==> src/rtl/sel_mux_fifo.sv <==
// sel_mux_fifo: one-hot channel mux feeding a first-word-fall-through FIFO
// with valid/ready handshakes on both sides.
// Optional build macro SEL_ONEHOT_CHECK_EN adds select-legality checking
// (per-entry error flag plus a saturating 16-bit error counter).
module sel_mux_fifo #(
    parameter int unsigned NUM_SW_INST = 5,
    parameter int unsigned W_WIDTH     = 32,
    parameter int unsigned FIFO_DEPTH  = 4
) (
    input  logic                           clk,
    input  logic                           rst_n,
    input  logic [W_WIDTH*NUM_SW_INST-1:0] data_in,
    input  logic [NUM_SW_INST-1:0]         sel,
    input  logic                           in_valid,
    output logic                           in_ready,
    output logic [W_WIDTH-1:0]             data_out,
    output logic                           err_out,
    output logic                           out_valid,
    input  logic                           out_ready,
    output logic [15:0]                    err_cnt
);

    localparam int unsigned AW = $clog2(FIFO_DEPTH);
    localparam logic [AW:0] DEPTH_C = (AW+1)'(FIFO_DEPTH);

    logic [AW-1:0]      wr_ptr_q, wr_ptr_d;
    logic [AW-1:0]      rd_ptr_q, rd_ptr_d;
    logic [AW:0]        count_q, count_d;
    logic [W_WIDTH-1:0] mem_q [FIFO_DEPTH];

    logic [W_WIDTH-1:0] mux_word;
    logic [W_WIDTH-1:0] wr_word;
    logic               push;
    logic               pop;

    assign in_ready  = (count_q != DEPTH_C);
    assign out_valid = (count_q != '0);

    // Pushes/pops presented while reset is asserted are discarded.
    assign push = rst_n && in_valid && in_ready;
    assign pop  = rst_n && out_valid && out_ready;

    assign data_out = out_valid ? mem_q[rd_ptr_q] : '0;

    // AND-OR reduction of the channels selected by sel.
    always_comb begin
        mux_word = '0;
        for (int unsigned k = 0; k < NUM_SW_INST; k++) begin
            if (sel[k]) begin
                mux_word = mux_word | data_in[k*W_WIDTH +: W_WIDTH];
            end
        end
    end

    // Next-state for pointers and occupancy; pointers wrap naturally.
    always_comb begin
        wr_ptr_d = wr_ptr_q;
        rd_ptr_d = rd_ptr_q;
        count_d  = count_q;
        if (push) begin
            wr_ptr_d = wr_ptr_q + 1'b1;
        end
        if (pop) begin
            rd_ptr_d = rd_ptr_q + 1'b1;
        end
        case ({push, pop})
            2'b10:   count_d = count_q + 1'b1;
            2'b01:   count_d = count_q - 1'b1;
            default: count_d = count_q;
        endcase
    end

    // Pointer and occupancy registers with synchronous active-low reset.
    always_ff @(posedge clk) begin
        if (!rst_n) begin
            wr_ptr_q <= '0;
            rd_ptr_q <= '0;
            count_q  <= '0;
        end else begin
            wr_ptr_q <= wr_ptr_d;
            rd_ptr_q <= rd_ptr_d;
            count_q  <= count_d;
        end
    end

    // Storage array; contents are intentionally not reset.
    always_ff @(posedge clk) begin
        if (push) begin
            mem_q[wr_ptr_q] <= wr_word;
        end
    end

`ifdef SEL_ONEHOT_CHECK_EN
    logic        sel_legal;
    logic        err_mem_q [FIFO_DEPTH];
    logic [15:0] err_cnt_q, err_cnt_d;

    assign sel_legal = $onehot(sel);
    assign wr_word   = sel_legal ? mux_word : '0;
    assign err_out   = out_valid ? err_mem_q[rd_ptr_q] : 1'b0;
    assign err_cnt   = err_cnt_q;

    // Saturating count of illegal selects that were accepted.
    always_comb begin
        err_cnt_d = err_cnt_q;
        if (push && !sel_legal && (err_cnt_q != 16'hFFFF)) begin
            err_cnt_d = err_cnt_q + 16'd1;
        end
    end

    // Per-entry error flags, written alongside the data word.
    always_ff @(posedge clk) begin
        if (push) begin
            err_mem_q[wr_ptr_q] <= !sel_legal;
        end
    end

    // Error counter register.
    always_ff @(posedge clk) begin
        if (!rst_n) begin
            err_cnt_q <= '0;
        end else begin
            err_cnt_q <= err_cnt_d;
        end
    end
`else
    assign wr_word = mux_word;
    assign err_out = 1'b0;
    assign err_cnt = '0;
`endif

endmodule
==> config.mk <==
export PLATFORM = sky130hd
export DESIGN_NAME = sel_mux_fifo
export DESIGN_NICKNAME = d
export VERILOG_FILES = /design/src/rtl/sel_mux_fifo.sv
export SDC_FILE = /design/constraint.sdc
export NUM_CORES = 1
export LEC_CHECK = 0
export CORE_MARGIN = 2
export CORE_UTILIZATION = 45
export DETAILED_ROUTE_END_ITERATION = 8
export PLACE_DENSITY = 0.77
export SYNTH_ARGS = -nofsm -noshare
export SYNTH_HDL_FRONTEND = slang
export SYNTH_SLANG_ARGS = --single-unit
==> constraint.sdc <==
create_clock -name clk -period 2.7 [get_ports clk]
set_clock_uncertainty 0.05 [all_clocks]
set_input_delay 0.54 -clock clk [delete_from_list [all_inputs] [get_ports clk]]
set_output_delay 0.54 -clock clk [all_outputs]
set_load 0.01 [all_outputs]
# [Word level (Yosys, flattened, before mapping)]
# Memories as Yosys holds them, arrays and structs flattened. A register that Yosys moved wholly into a read port is not among the register bits.
# Cells that the tools add are included.
[totals] ram_bits=128 mem_bits_ro=0 elab_cells=32 output_inout_bits=51 in_bits=169 reg_bits=7 n_memories=1 latchBits=0
[op_classes] n_mul=0 reduce_logical=6 shifts=0 mux=11 add_sub_neg=4 eq_ne=3 n_bitwise=4 div_mod_pow=0 n_lt_le_gt_ge=0
[mem_list] name="mem_q" words=4 word_bits=32 read_ports=1 rd_clocked_by_memory_dff=1 wr=1 line_no="29" source="logic [W_WIDTH-1:0] mem_q [FIFO_DEPTH];"
[op_table] op="$mux W32" count=6
[op_table] op="$or A32 B32 Y32" count=4
[op_table] op="$pmux W3 S2" count=1
[op_table] op="$add A2 B1 Y2 const B" count=2
[op_table] op="$logic_and A1 B1 Y1" count=4
[op_table] op="$mux W2" count=2
[op_table] op="$add A3 B1 Y3 const B" count=1
[op_table] op="$ne A3 B3 Y1 const B" count=1
[op_table] op="$reduce_bool A3 Y1" count=1
[op_table] op="$sub A3 B1 Y3 const B" count=1
[op_table] op="$eq A2 B1 Y1 const B" count=1
[op_table] op="$eq A2 B2 Y1 const B" count=1
[op_table] op="$mux W1" count=2
[op_table] op="$reduce_bool A2 Y1" count=1

# [Longest topological paths before layout]
[logic_depth] word_depth=9 depth_mapped=10 mapped_depth_nobuf=9

# [Worst setup path after synthesis]
# OpenSTA, ideal clock, no wires.
[synth_timing] path_type="input port to flip-flop" start="input rst_n" end="memory mem_q[1][0], enable pin" slack_ps=323 setup_ps=392 arrival_ps=1935 path_buffers=1 required_time_ps=2258 cell_stages=4 path_cell_list="buf_2 -> nand2_1 -> a21oi_1 -> and2_1"
[synth_via] elab_chain_cells=4
[synth_lines] item="start: declaration" line_no="11" source="input logic rst_n,"
[synth_lines] item="$logic_and A1 B1 Y1 (2 in a row)" line_no="40" source="assign push = rst_n && in_valid && in_ready;"
[synth_lines] item="$mux W1" line_no="88" source="if (push) begin"
[synth_lines] item="$mux W1 (implied by the code)" line_no="89" source="mem_q[wr_ptr_q] <= wr_word;"
[synth_lines] item="end: declaration" line_no="29"
# Every way passes these cells.

==> metrics <==
status=complete, no violations; gpl congestion=0.755; CTS tree=built; ys flop type=edfxtp_1; detailed-route vias per instance=5.52; starting density of the core=46.4%; Site Rows=42; length of routed met3 wiring=1370 um; wire length per cell=19.2 um; Critical Path RT=2110 ps; post-synthesis sequential area ratio=64.7%; Final #Nets=787; fin. max-slew vios=0; Routed met2 length=7820 um; Internal Power=4810 uW; maximum clock rate=0.380 GHz; DR vias=4424; Netlist cell types=28; chip width=122 um; total gr overflow=0; CP Class=register to output port; Core Area=13400 sq um; Hold Crit Start=wr_ptr_q[1]; P_leak=0.00342 uW; PwrDens=658 nW/um^2; Final Cycle Share=97.5%; RSZ-0062 raised after global routing=true; Clock Tree Buf Depth=2; Hold Path Class=register to register; final core occ=69.2%; antenna fix cells=0; worst path arrival time=2040 ps; # DRC=0; hold_ws=462 ps; initial antenna violation count=0; DRT antenna net count=0; CP startpoint kind=register; Gate Count Post-Synth=384; HPWL Detailed=10500 um; Worst-Skew Late Latency=400 ps; WL met1=5930 um; Hold Fails Final Rpt=0; post-route minimum period=2630 ps; PortBufs=202; number of max-cap violations=0; first-pass iteration count of the detailed router=6; clk sinks=137; Peak VDD IR=0.000476 V; Comb pwr share=18.3%; Sw Share=21.3%; pin count of the biggest net entering global routing=33; final WL=15400 um; sequential share of power=40.4%; Overall Global Routing Usage=21.0%; clock-pin slew on the worst setup and hold paths=60 ps; Vert. Die Dim=122 um; critical path endpoint category=output port; Syn-to-layout area delta=49.1%; Post-synth EDFFs=128; Root Buffer Master=clkbuf_16; Clock power frac=41.3%; YS warnings=0; Async S/R FF share, synth=0%; top layer in use=met4; FF-to-FF Start=count_q[0]; Top-Level Pins=220; syn_area_per_cell=16.2 sq um; die area=14800 sq um; first-pass GRT wire length=23100 um; Final setup viols=0; vias in the first global route=4497; DRT iter0 DRCs=409; H-tree Lvls=4; share of post-route cells with drive strength above 1=16.0%; total CTS buffers=17; cell area after synthesis=6220 sq um; Critical Path Fanout Max=7; Psw=1300 uW; Yosys reg bits=137
==> state kept, by name, summed over array words and instances (netlist names), named ones only <==
signal	cells
rd_ptr_q	2
mem_q	128
count_q	3
wr_ptr_q	2
==> cell type report <==
cell class,count,area (sq um)
sequential,137,4030
tap,176,220
fill,914,4120
clock inverter,14,228
multi-input combinational,213,1960
inverter,7,26.3
timing repair buffer,236,2390
clock buffer,18,429
==> worst max-delay path: stages (launching register included) <==
cell and delay (ps):
dfxtp_4 430, buf_6 130, buf_12 120, mux4_2 480, and2_1 180, dlygate4sd2_1 280
==> cells in the mapped netlist, drive strengths merged (2+ instances only) <==
library cell,number,area share [%]
o21ai,2,0.16
mux4,32,12
or3,2,0.20
a22oi,32,3.9
ha,5,1.0
inv,7,0.42
buf,25,3.5
clkbuf,18,1.1
edfxtp,128,62
and2,41,4.1
a222oi,32,5.1
nand2,37,2.2
dfxtp,9,2.9
mux2i,2,0.32
xnor2,3,0.42
==> worst paths after layout <==
| kind | end | slack, ps | cells after the start |
|---|---|---|---|
| max | data_out[29] | 70 | 5 |
| min | wr_ptr_q[1] | 460 | 2 |
| max reg2reg | count_q[2] | 480 | 8 |
| min reg2reg | wr_ptr_q[1] | 460 | 2 |
==> logic make-up (layout without fill, tap and decap cells) <==
logic type	Yosys count	count (layout)	synth area share, %
xor+xnor	4	4	0.563
simple gates	82	82	6.71
fa+ha+maj	6	6	1.33
flops	137	137	64.7
mux	34	34	12.0
buf+inv	50	275	5.03
other cells	1	17	0.0603
compound gates	70	70	9.63
==> power groups by stage <==
stage	registers [uW]	clock network, uW	logic (uW)
floorplan	2490	0	547
global placement	2510	0	1080
detailed placement	2510	0	1100
CTS	2470	2560	1100
global route	2470	2660	1210
finish	2470	2520	1120
==> cell usage in the layout, fill, tap and decap left out, types with 13 or more instances in the layout <==
master             n
clkdlybuf4s50_1  170
edfxtp_1         128
nand2_1           37
and2_1            37
a222oi_1          32
a22oi_1           32
mux4_2            30
buf_4             24
conb_1            17
clkbuf_16         17
dlymetal6s2s_1    13
==> what timing repair did <==
action | in CTS | in global routing
setup buffers | 6 | 9
setup endpoints to repair | 32 | 23
gates resized for setup | 21 | 28
hold buffers | 0 | 0
==> metrics by stage <==
| step | worst slack, ps | power [uW] | instances | TNS [ps] | instance area (sq um) |
|---|---|---|---|---|---|
| 4_1_cts | -85.8 | 6130 | 792 | -675 | 9160 |
| 3_3_place_gp | 166 | 3590 | 754 | 0 | 8480 |
| 3_5_place_dp | 80.7 | 3620 | 754 | 0 | 8480 |
| 2_1_floorplan | 323 | 3040 | 400 | 0 | 6280 |
| 6_report | 67.9 | 6110 | 801 | 0 | 9280 |
| 5_1_grt | -7.77 | 6340 | 801 | -22.2 | 9280 |
==> metal layers <==
layer | up-vias | global-route usage (%)
met5 | - | 0
met4 | 0 | 7.69
met3 | 20 | 4.63
met2 | 241 | 37.1
met1 | 2167 | 25.3
li1 | 1996 | -
Power figures use the tool's default switching activity.
